--- config.mk ---
export PLATFORM = sky130hd
export DESIGN_NAME = mc_controller
export DESIGN_NICKNAME = d
export VERILOG_FILES = /design/src/rtl/mc_controller.sv
export SDC_FILE = /design/constraint.sdc
export NUM_CORES = 1
export LEC_CHECK = 0
export BUFFER_PORTS_ARGS = -buffer_cell sky130_fd_sc_hd__buf_2
export CORE_MARGIN = 3
export CORE_UTILIZATION = 36
export DETAILED_ROUTE_END_ITERATION = 12
export GPL_TIMING_DRIVEN = 0
export PLACE_DENSITY = 0.73
export RECOVER_POWER = 100
export SLEW_MARGIN = 20
export SYNTH_ARGS = -nofsm -noshare
export SYNTH_HDL_FRONTEND = slang
export SYNTH_SLANG_ARGS = --single-unit
--- constraint.sdc ---
create_clock -name clk -period 1.2 [get_ports clk]
set_input_delay 0.12 -clock clk [delete_from_list [all_inputs] [get_ports clk]]
set_output_delay 0.12 -clock clk [all_outputs]
set_load 0.1 [all_outputs]
--- src/rtl/mc_controller.sv ---
// ============================================================================
// mc_controller
// ----------------------------------------------------------------------------
// Main control unit for a multicycle 32-bit MIPS-subset processor. A Moore FSM
// walks each instruction through fetch / decode / execute / memory / writeback
// and decodes opcode + funct into the ALU function select and every datapath
// enable and mux select.
//
// Optional feature macro: ALU_MUL_EN
//   defined   : R-type funct FUNCT_MUL is supported, EXECUTE drives F=3'b011.
//   undefined : FUNCT_MUL is treated as an unsupported funct (DECODE->FETCH),
//               so alucontrol can never be 3'b011.
//
// Ports:
//   clk         in   1  system clock, rising edge
//   reset       in   1  asynchronous active-high reset
//   op          in   6  instr[31:26], valid from DECODE onward
//   funct       in   6  instr[5:0]
//   zero_flag   in   1  ALU zero result (combinational from the ALU)
//   alucontrol  out  3  ALU F select
//   alusrca     out  1  0=PC, 1=register A
//   alusrcb     out  2  00=B, 01=4, 10=sext imm, 11=sext imm<<2
//   pcsrc       out  2  00=ALU result, 01=ALUOut, 10=jump target
//   iord        out  1  memory address: 0=PC, 1=ALUOut
//   irwrite     out  1  instruction register load
//   memwrite    out  1  data memory write strobe
//   regdst      out  1  0=rt, 1=rd
//   memtoreg    out  1  0=ALUOut, 1=memory data
//   regwrite    out  1  register file write enable
//   pcen        out  1  PC load enable
//   state       out  4  current FSM state (debug)
// ============================================================================
module mc_controller #(
    parameter logic [5:0] FUNCT_MUL = 6'b011000
) (
    input  logic       clk,
    input  logic       reset,
    input  logic [5:0] op,
    input  logic [5:0] funct,
    input  logic       zero_flag,
    output logic [2:0] alucontrol,
    output logic       alusrca,
    output logic [1:0] alusrcb,
    output logic [1:0] pcsrc,
    output logic       iord,
    output logic       irwrite,
    output logic       memwrite,
    output logic       regdst,
    output logic       memtoreg,
    output logic       regwrite,
    output logic       pcen,
    output logic [3:0] state
);

    // ------------------------------------------------------------------------
    // Encodings
    // ------------------------------------------------------------------------
    typedef enum logic [3:0] {
        S_FETCH   = 4'd0,
        S_DECODE  = 4'd1,
        S_MEMADR  = 4'd2,
        S_MEMRD   = 4'd3,
        S_MEMWB   = 4'd4,
        S_MEMWR   = 4'd5,
        S_EXECUTE = 4'd6,
        S_ALUWB   = 4'd7,
        S_BRANCH  = 4'd8,
        S_ADDIEX  = 4'd9,
        S_ADDIWB  = 4'd10,
        S_JUMP    = 4'd11
    } state_t;

    localparam logic [5:0] OP_RTYPE = 6'b000000;
    localparam logic [5:0] OP_LW    = 6'b100011;
    localparam logic [5:0] OP_SW    = 6'b101011;
    localparam logic [5:0] OP_BEQ   = 6'b000100;
    localparam logic [5:0] OP_ADDI  = 6'b001000;
    localparam logic [5:0] OP_J     = 6'b000010;

    localparam logic [5:0] FN_ADD = 6'b100000;
    localparam logic [5:0] FN_SUB = 6'b100010;
    localparam logic [5:0] FN_AND = 6'b100100;
    localparam logic [5:0] FN_OR  = 6'b100101;
    localparam logic [5:0] FN_SLT = 6'b101010;

    localparam logic [2:0] ALU_AND = 3'b000;
    localparam logic [2:0] ALU_OR  = 3'b001;
    localparam logic [2:0] ALU_ADD = 3'b010;
    localparam logic [2:0] ALU_MUL = 3'b011;
    localparam logic [2:0] ALU_SUB = 3'b110;
    localparam logic [2:0] ALU_SLT = 3'b111;

    // ------------------------------------------------------------------------
    // Signals
    // ------------------------------------------------------------------------
    state_t     r_state;
    state_t     w_next_state;

    logic       w_funct_ok;     // funct names an operation this build supports
    logic [2:0] w_funct_alu;    // ALU select for that funct

    logic       w_pcwrite;
    logic       w_branch;
    logic       w_irwrite;
    logic       w_memwrite;
    logic       w_regwrite;

    // ------------------------------------------------------------------------
    // R-type funct decode. Shared by DECODE (to reject unsupported functs
    // early) and EXECUTE (to pick the ALU operation).
    // ------------------------------------------------------------------------
    always_comb begin
        w_funct_ok  = 1'b1;
        w_funct_alu = ALU_ADD;
        case (funct)
            FN_ADD:    w_funct_alu = ALU_ADD;
            FN_SUB:    w_funct_alu = ALU_SUB;
            FN_AND:    w_funct_alu = ALU_AND;
            FN_OR:     w_funct_alu = ALU_OR;
            FN_SLT:    w_funct_alu = ALU_SLT;
`ifdef ALU_MUL_EN
            FUNCT_MUL: w_funct_alu = ALU_MUL;
`endif
            default: begin
                // Never reaches EXECUTE; ADD keeps 3'b011 unreachable here.
                w_funct_ok  = 1'b0;
                w_funct_alu = ALU_ADD;
            end
        endcase
    end

    // ------------------------------------------------------------------------
    // State register
    // ------------------------------------------------------------------------
    always_ff @(posedge clk or posedge reset) begin
        if (reset) begin
            r_state <= S_FETCH;
        end else begin
            r_state <= w_next_state;
        end
    end

    // ------------------------------------------------------------------------
    // Next-state logic
    // ------------------------------------------------------------------------
    always_comb begin
        w_next_state = S_FETCH;
        case (r_state)
            S_FETCH:   w_next_state = S_DECODE;
            S_DECODE: begin
                case (op)
                    OP_LW, OP_SW: w_next_state = S_MEMADR;
                    OP_RTYPE:     w_next_state = w_funct_ok ? S_EXECUTE : S_FETCH;
                    OP_BEQ:       w_next_state = S_BRANCH;
                    OP_ADDI:      w_next_state = S_ADDIEX;
                    OP_J:         w_next_state = S_JUMP;
                    default:      w_next_state = S_FETCH;
                endcase
            end
            // op is held stable through the instruction, so it still
            // distinguishes lw from sw here.
            S_MEMADR:  w_next_state = (op == OP_SW) ? S_MEMWR : S_MEMRD;
            S_MEMRD:   w_next_state = S_MEMWB;
            S_MEMWB:   w_next_state = S_FETCH;
            S_MEMWR:   w_next_state = S_FETCH;
            S_EXECUTE: w_next_state = S_ALUWB;
            S_ALUWB:   w_next_state = S_FETCH;
            S_BRANCH:  w_next_state = S_FETCH;
            S_ADDIEX:  w_next_state = S_ADDIWB;
            S_ADDIWB:  w_next_state = S_FETCH;
            S_JUMP:    w_next_state = S_FETCH;
            default:   w_next_state = S_FETCH;   // 12-15: recover, no writes
        endcase
    end

    // ------------------------------------------------------------------------
    // Output decode (Moore, except EXECUTE's alucontrol and pcen)
    // ------------------------------------------------------------------------
    always_comb begin
        alucontrol = 3'b000;
        alusrca    = 1'b0;
        alusrcb    = 2'b00;
        pcsrc      = 2'b00;
        iord       = 1'b0;
        regdst     = 1'b0;
        memtoreg   = 1'b0;
        w_irwrite  = 1'b0;
        w_memwrite = 1'b0;
        w_regwrite = 1'b0;
        w_pcwrite  = 1'b0;
        w_branch   = 1'b0;
        case (r_state)
            S_FETCH: begin
                alusrcb    = 2'b01;
                alucontrol = ALU_ADD;
                w_irwrite  = 1'b1;
                w_pcwrite  = 1'b1;
            end
            S_DECODE: begin
                // Precompute the branch target into ALUOut.
                alusrcb    = 2'b11;
                alucontrol = ALU_ADD;
            end
            S_MEMADR: begin
                alusrca    = 1'b1;
                alusrcb    = 2'b10;
                alucontrol = ALU_ADD;
            end
            S_MEMRD: begin
                iord = 1'b1;
            end
            S_MEMWB: begin
                memtoreg   = 1'b1;
                w_regwrite = 1'b1;
            end
            S_MEMWR: begin
                iord       = 1'b1;
                w_memwrite = 1'b1;
            end
            S_EXECUTE: begin
                alusrca    = 1'b1;
                alucontrol = w_funct_alu;
            end
            S_ALUWB: begin
                regdst     = 1'b1;
                w_regwrite = 1'b1;
            end
            S_BRANCH: begin
                alusrca    = 1'b1;
                alucontrol = ALU_SUB;
                pcsrc      = 2'b01;
                w_branch   = 1'b1;
            end
            S_ADDIEX: begin
                alusrca    = 1'b1;
                alusrcb    = 2'b10;
                alucontrol = ALU_ADD;
            end
            S_ADDIWB: begin
                w_regwrite = 1'b1;
            end
            S_JUMP: begin
                pcsrc     = 2'b10;
                w_pcwrite = 1'b1;
            end
            default: begin
                // Illegal encodings: everything stays at its idle value.
            end
        endcase
    end

    // While reset is high the state already reads FETCH, so the mux selects
    // show FETCH values; only the write strobes need explicit suppression.
    assign irwrite  = w_irwrite  & ~reset;
    assign memwrite = w_memwrite & ~reset;
    assign regwrite = w_regwrite & ~reset;
    // zero_flag is used in the same cycle as BRANCH; no pipelining.
    assign pcen     = (w_pcwrite | (w_branch & zero_flag)) & ~reset;
    assign state    = r_state;

endmodule

==> run metrics, run 1 <==
outcome=aborted with a tool error; Last stage=clock tree synthesis (4_1_cts); Stop Error=[ERROR DPL-0038] Utilization greater than 100%, impossible to legalize; YS warnings=0; chip height=44.0 um; Synth Cell Area=approximately 520 um2; Port Buffer Count=33; cts repair resizes=96; cells after synthesis=80; post-synthesis average cell area=roughly 6.5 um2; H-Tree Depth=1; FP Rows=13; Yosys cell types=33; Seq/Total Area, Yosys=0.193; root buffer cell=clkbuf_4; GP Congestion=between 0.7 and 0.8; FF+latch count, synth=4; placed cell count=128; clock buffer depth=2; Synth Net Count=95; DP Wirelength=between 1000 and 1500 um; cts hold-fix bufs=1; Initial Util=0.389; die span in x=44.0 um; I/O pin total=34; Post-CTS Setup Inserts=13; CTS buffer count=3; CTS sink cnt=4
-- stage by stage --
step                       util  hold WS (ns)  setup slack (ns)  area (um2)  TNS [ns]
after floorplan               -        -0.114             -1.06         701    -12.72
after global placement    0.663         0.112            -0.738         885     -7.96
after detailed placement  0.663         0.122            -0.782         885     -8.32
-- cell usage after synthesis --
library cell,instances,area share
or3_2,1,0.014
nor2b_1,1,0.012
and3_1,2,0.024
a31oi_1,2,0.024
or3b_2,1,0.017
nor3b_1,1,0.014
o41ai_1,1,0.017
a21oi_1,4,0.039
nand4b_1,1,0.017
o32ai_1,1,0.017
nand2b_1,4,0.048
nand3_1,4,0.039
o211ai_1,1,0.014
inv_1,7,0.051
or4_1,1,0.014
nand2_1,7,0.051
a21o_1,1,0.014
a2111oi_0,1,0.017
a211oi_1,1,0.014
clkbuf_1,2,0.014
o31ai_1,2,0.029
xnor2_1,1,0.017
a221oi_2,1,0.029
buf_1,2,0.014
xor2_1,2,0.034
nor2_1,13,0.094
nor3_1,3,0.029
dfrtp_1,4,0.19
nand4_1,2,0.024
o21ai_0,3,0.029
nor4_1,1,0.012
or2_2,1,0.012
or3_1,1,0.012
-- cell families after synthesis --
family	count (synthesis)	synth area share
compound gates	18	0.243
simple gates	44	0.434
xor+xnor	3	0.0506
buf+inv	11	0.0795
flops	4	0.193
==> inputs of run 2 (changes only) <==
Settings changed: CORE_AREA set to 3 3 64 66, CORE_MARGIN 3 to not set, CORE_UTILIZATION 36 to not set, DIE_AREA set to 0 0 67 69, PLACE_DENSITY 0.73 to not set, PLACE_DENSITY_LB_ADDON set to 0.15.
Clock period 1.2 ns to 1.6 ns, I/O delays scaled along.
==> run metrics, run 2 <==
Final Hold Vio Count=0; list of most frequent post-synthesis cells=13 x nor2_1, 7 x inv_1, 7 x nand2_1 (unchanged); Max FO, Critical Path=5; first-pass GRT wire length=3470 um; Final Max Tran Viols=0; Final #Nets=around 150; Synth Net Count=95 (unchanged); Max Fclk=~550 MHz; initial DRC count=38; ys async rst share=1.00 (unchanged); FP Rows=22 (was 13); Reg2Reg Depth=5; synthesis-to-finish area growth=178%; Least-Margin Pin Slew=about 0.54 ns; EDFF count, synth=0 (unchanged); critical path data arrival time=approximately 1.7 ns; outcome=finished, violations left (was aborted with a tool error); top-area cell type share of the netlist area=0.193 (unchanged); Switching Share=0.562; number of global-route vias before repair=760; GP Congestion=0.764 (was 0.763); Clk network pwr share=0.073; Pwr Density=between 1500 and 2000 nW/um2; FF+latch count, synth=4 (unchanged); root buffer cell=clkbuf_8 (was clkbuf_4); endpoints failing setup=11; DR pass1 iterations=5; post-DR vias/cell=approximately 4.3; Port Buffer Count=33 (unchanged); I/O pin total=34 (unchanged); max reg flops=4; violated checks=setup timing; HP Class=primary input to flip-flop; min Tclk post-route=around 1.8 ns; GRT overflow=0; pin count of the biggest net entering global routing=11; DRC=0; clock buffer depth=2 (unchanged); H-Tree Depth=1 (unchanged); CP endpoint kind=primary output; WP data required=about 1.4 ns; post-route ant nets=0; Synth Cell Area=519 um2 (unchanged); Cell Area, Placed=926 um2 (was 885 um2); synth top area cells=dfrtp_1 19%, nor2_1 9.4%, inv_1 5.1% (unchanged); Worst Clk Skew=around 0.0030 ns; Internal Power=between 0.001 and 0.0015 W; Yosys cell types=33 (unchanged); total wire length=roughly 2200 um; most frequent cells in the layout=16 x buf_2, 11 x buf_12, 11 x buf_4; Comb pwr share=0.859; final worst setup slack=-0.232 ns; DP Wirelength=1570 um (was 1390 um); Diodes inserted=0; Max rail drop VDD=roughly 650 uV; cell taking the most area after synthesis=dfrtp_1 (unchanged); most common cell after layout, fill and taps aside=buf_2; chip height=69 um (was 44.0 um); Critical Path Start Type=flip-flop; CP Class=flip-flop to primary output; CTS tree=done; GRT Overall Usage=0.0936; antenna violations before repair=0; Worst-Skew Late Latency=0.22 ns; Routed WL per cell=between 10 and 15 um; cells after synthesis=80 (unchanged); most common cell in the synthesized netlist=nor2_1 (unchanged); max_cap viols=0; Die Area=around 4600 um2; CORE AREA=3630 um2; dpl ws=-0.412 ns (was -0.782 ns); Worst slew margin=0.640; die span in x=67 um (was 44.0 um); sw power=between 0.0015 and 0.002 W; YS warnings=0 (unchanged); Leakage Power=between 0.5 and 0.6 nW; post-synthesis average cell area=6.49 um2 (unchanged); Seq/Total Area, Yosys=0.193 (unchanged); CTS clk-pin slew, worst paths=approximately 0.03 ns; share of cells above drive strength 1=0.716; post-route cell area=approximately 1400 um2; main flop type after synthesis=dfrtp_1 (unchanged); CTS sink cnt=4 (unchanged); Initial Util=0.143 (was 0.389); Layout Utilization=0.397; CTS buffer count=3 (unchanged); Seq pwr share=0.068; Tcrit/Tclk final=1.14; hold depth=3; RSZ-0062 raised after global routing=true; Via Count=~780
## run 2: cell counts after synthesis
Identical to the previous run, type by type.
## run 2: layer usage
metal / GRT usage / vias to the layer above / part of all wire
met4: 0.0270 / 0 / 0.0054
met3: 0.0212 / 2 / 0.049
met2: 0.153 / 28 / 0.52
li1: - / 394 / -
met1: 0.121 / 358 / 0.43
met5: 0 / - / 0
## run 2: timing repair
action                                  in CTS  in global routing
pin swaps                                    8                 11
endpoints found under the setup margin      17                 17
setup buffers                                9                  8
hold buffers                                 1                  0
hold endpoints to repair                     4                  0
gates resized for setup                     73                 16
## run 2: power by group through the flow
| stage | logic, W | clock network (W) | registers (W) |
|---|---|---|---|
| final | 0.00247 | 0.000211 | 0.000195 |
| after global routing | 0.00258 | 0.000228 | 0.000203 |
| after CTS | 0.00226 | 0.000218 | 0.000188 |
| after detailed placement | 0.00167 | 0 | 0.000183 |
| after global placement | 0.00167 | 0 | 0.000182 |
| after floorplan | 0.00122 | 0 | 0.000391 |
## run 2: final cells by class
class	count	area, um2
buffer	4	61.3
clock buffer	3	41.3
fill	371	2190
inverter	7	28.8
multi-input combinational	65	617
sequential	4	113
tap	48	60.1
timing repair buffer	51	523
## run 2: cells by family after synthesis
family,synth area share
and+or+nand+nor,0.434
AOI/OAI and AO/OA,0.243
buffers and inverters,0.0795
DFF,0.193
xor gates and xnor gates,0.0506
## run 2: stage by stage
step                      power, W  hold slack, ns  setup TNS [ns]  std cells
final                      0.00288           0.319           -1.94        182
after global routing       0.00301           0.332           -2.70        182
after CTS                  0.00267           0.313           -1.83        174
after detailed placement   0.00185           0.160           -2.24        161
after global placement     0.00185           0.159           -2.29        161
after floorplan            0.00161         -0.0739           -6.19         80
## run 2: final timing paths
check                      startpoint  endpoint  slack [ns]
max                          state[1]      pcen       -0.23
min                             op[4]  state[3]        0.32
max reg2reg                  state[1]  state[0]        0.01
min reg2reg                  state[0]  state[0]        0.71
max in group asynchronous       reset  state[2]        0.94
min in group asynchronous       reset  state[1]        0.48
## run 2: worst max-delay path, stage by stage (launching register included)
cell and delay [ns]:
dfrtp_4 0.47, clkbuf_16 0.15, or2_4 0.27, a21oi_2 0.12, a31oi_2 0.06, nor3_4 0.17, buf_12 0.20
Power figures use the tool's default switching activity.
==> inputs of run 3 (changes only) <==
Settings changed: PLACE_DENSITY_LB_ADDON 0.15 to 0.08.
==> run metrics, run 3 (synthesized netlist as in run 2, its figures left out) <==
outcome=finished, violations left (unchanged); violated checks=setup timing (unchanged); CTS tree=done (unchanged); Port Buffer Count=33 (unchanged); DR top layer=met3 (was met4); CP endpoint kind=primary output (unchanged); I/O pin total=34 (unchanged); Initial Util=0.143 (unchanged); root buffer cell=clkbuf_8 (unchanged); GRT Overall Usage=0.0976 (was 0.0936); max_cap viols=0 (unchanged); max reg flops=4 (unchanged); Internal Power=0.00126 W (about the same); CP Class=flip-flop to primary output (unchanged); critical path data arrival time=1.67 ns (about the same); Die Area=4620 um2 (unchanged); Seq pwr share=0.067 (was 0.068); number of global-route vias before repair=744 (was 760); min Tclk post-route=1.83 ns (about the same); Max rail drop VDD=539 uV (was 647 uV); Worst slew margin=0.641 (was 0.640); chip height=69 um (unchanged); synthesis-to-finish area growth=181% (was 178%); Largest stage delay, worst path=0.47 ns (about the same); post-route ant nets=0 (unchanged); Routed WL per cell=12.2 um (about the same); CTS clk-pin slew, worst paths=0.03 ns (about the same); Pwr Density=1970 nW/um2 (was 1990 nW/um2); Final #Nets=152 (was 151); Worst-Skew Late Latency=0.22 ns (about the same); met3 WL=100 um (was 108 um); Layout Utilization=0.401 (was 0.397); Diodes inserted=0 (unchanged); HP Class=primary input to flip-flop (unchanged); Via Count=785 (was 782); most frequent cells in the layout=16 x buf_2, 13 x buf_4, 12 x buf_12 (was 16 x buf_2, 11 x buf_12, 11 x buf_4); Routed met1 length=953 um (was 949 um); H-Tree Depth=1 (unchanged); WP data required=1.44 ns (about the same); Routed met2 length=1170 um (was 1140 um); worst path cell trace=clkbuf_16 > or2_4 > a21oi_2 > a31oi_2 > nor3_4 > buf_12 (unchanged); final worst setup slack=-0.226 ns (was -0.232 ns); CORE AREA=3630 um2 (unchanged); Clk network pwr share=0.072 (was 0.073); pin count of the biggest net entering global routing=11 (unchanged); Critical Path Start Type=flip-flop (unchanged); DR pass1 iterations=4 (was 5); CTS sink cnt=4 (unchanged); GRT overflow=0 (unchanged); CTS buffer count=3 (unchanged); share of cells above drive strength 1=0.704 (was 0.716); GP Congestion=0.730 (was 0.764); DP Wirelength=1620 um (was 1570 um); Tcrit/Tclk final=1.14 (about the same); Final Max Tran Viols=0 (unchanged); antenna violations before repair=0 (unchanged); initial DRC count=18 (was 38); Leakage Power=0.587 nW (was 0.589 nW); Critical Path Slowest Stage Cell=dfrtp_4 (unchanged); Least-Margin Pin Slew=0.541 ns (was 0.542 ns); Final Hold Vio Count=0 (unchanged); post-DR vias/cell=4.29 (was 4.30); total wire length=2230 um (was 2210 um); die span in x=67 um (unchanged); clock buffer depth=2 (unchanged); first-pass GRT wire length=3570 um (was 3470 um); Max FO, Critical Path=5 (unchanged); FP Rows=22 (unchanged); Switching Share=0.561 (was 0.562); sw power=0.00161 W (was 0.00162 W); DRC=0 (unchanged); Comb pwr share=0.861 (was 0.859); Worst Clk Skew=0.00402 ns (was 0.00301 ns); Max Fclk=548 MHz (was 546 MHz); most common cell after layout, fill and taps aside=buf_2 (unchanged); Final Power=0.00287 W (was 0.00288 W); endpoints failing setup=15 (was 11); RSZ-0062 raised after global routing=true (unchanged)
## run 3: area by class of cell
| class | count | area [um2] |
|---|---|---|
| clock buffer | 3 | 41.3 |
| timing repair buffer | 52 | 536 |
| tap | 48 | 60.1 |
| sequential | 4 | 113 |
| inverter | 7 | 26.3 |
| multi-input combinational | 65 | 619 |
| buffer | 4 | 62.6 |
| fill | 372 | 2180 |
## run 3: what timing repair did
item,in CTS,in global routing
hold buffers,1,0
endpoints found under the hold margin,4,0
endpoints found under the setup margin,17,17
resized for setup,71,20
pin swaps,8,9
setup buffers,8,10
## run 3: metal layers
layer,up-vias,track usage
met2,24,0.158
met4,0,0.0203
met3,0,0.0244
met5,-,0
met1,365,0.129
li1,396,-
## run 3: critical path, delay by kind of cell, from the launching register on
kind            cells  cell delay [ns]
flops               1             0.47
simple gates        2             0.44
buf+inv             2             0.35
compound gates      2             0.18
## run 3: power by group through the flow
stage          Sequential, W  Combinational, W  Clock [W]
6_report            0.000192           0.00247   0.000207
5_1_grt             0.000198           0.00259   0.000223
4_1_cts             0.000195           0.00225   0.000217
3_5_place_dp        0.000183           0.00168          0
3_3_place_gp        0.000182           0.00168          0
2_1_floorplan       0.000391           0.00122          0
## run 3: metrics by stage
step / cell area, um2 / worst slack, ns / TNS (ns) / std cells / hold WS [ns]
after global routing: 1460 / -0.296 / -2.94 / 183 / 0.357
after detailed placement: 926 / -0.422 / -2.30 / 161 / 0.161
after global placement: 926 / -0.441 / -2.41 / 161 / 0.160
after CTS: 1310 / -0.235 / -1.69 / 173 / 0.326
final: 1460 / -0.226 / -2.06 / 183 / 0.333
after floorplan: 701 / -0.703 / -6.19 / 80 / -0.0739
## run 3: worst paths after layout
| kind | startpoint | endpoint | slack [ns] | cells past startpoint |
|---|---|---|---|---|
| setup / recovery | state[1] | pcen | -0.23 | 6 |
| hold / removal | op[4] | state[3] | 0.33 | 3 |
| setup reg to reg | state[1] | state[0] | -0.10 | 6 |
| hold reg to reg | state[3] | state[0] | 0.72 | 2 |
| max in group asynchronous | reset | state[2] | 0.94 | 3 |
| min in group asynchronous | reset | state[1] | 0.48 | 3 |
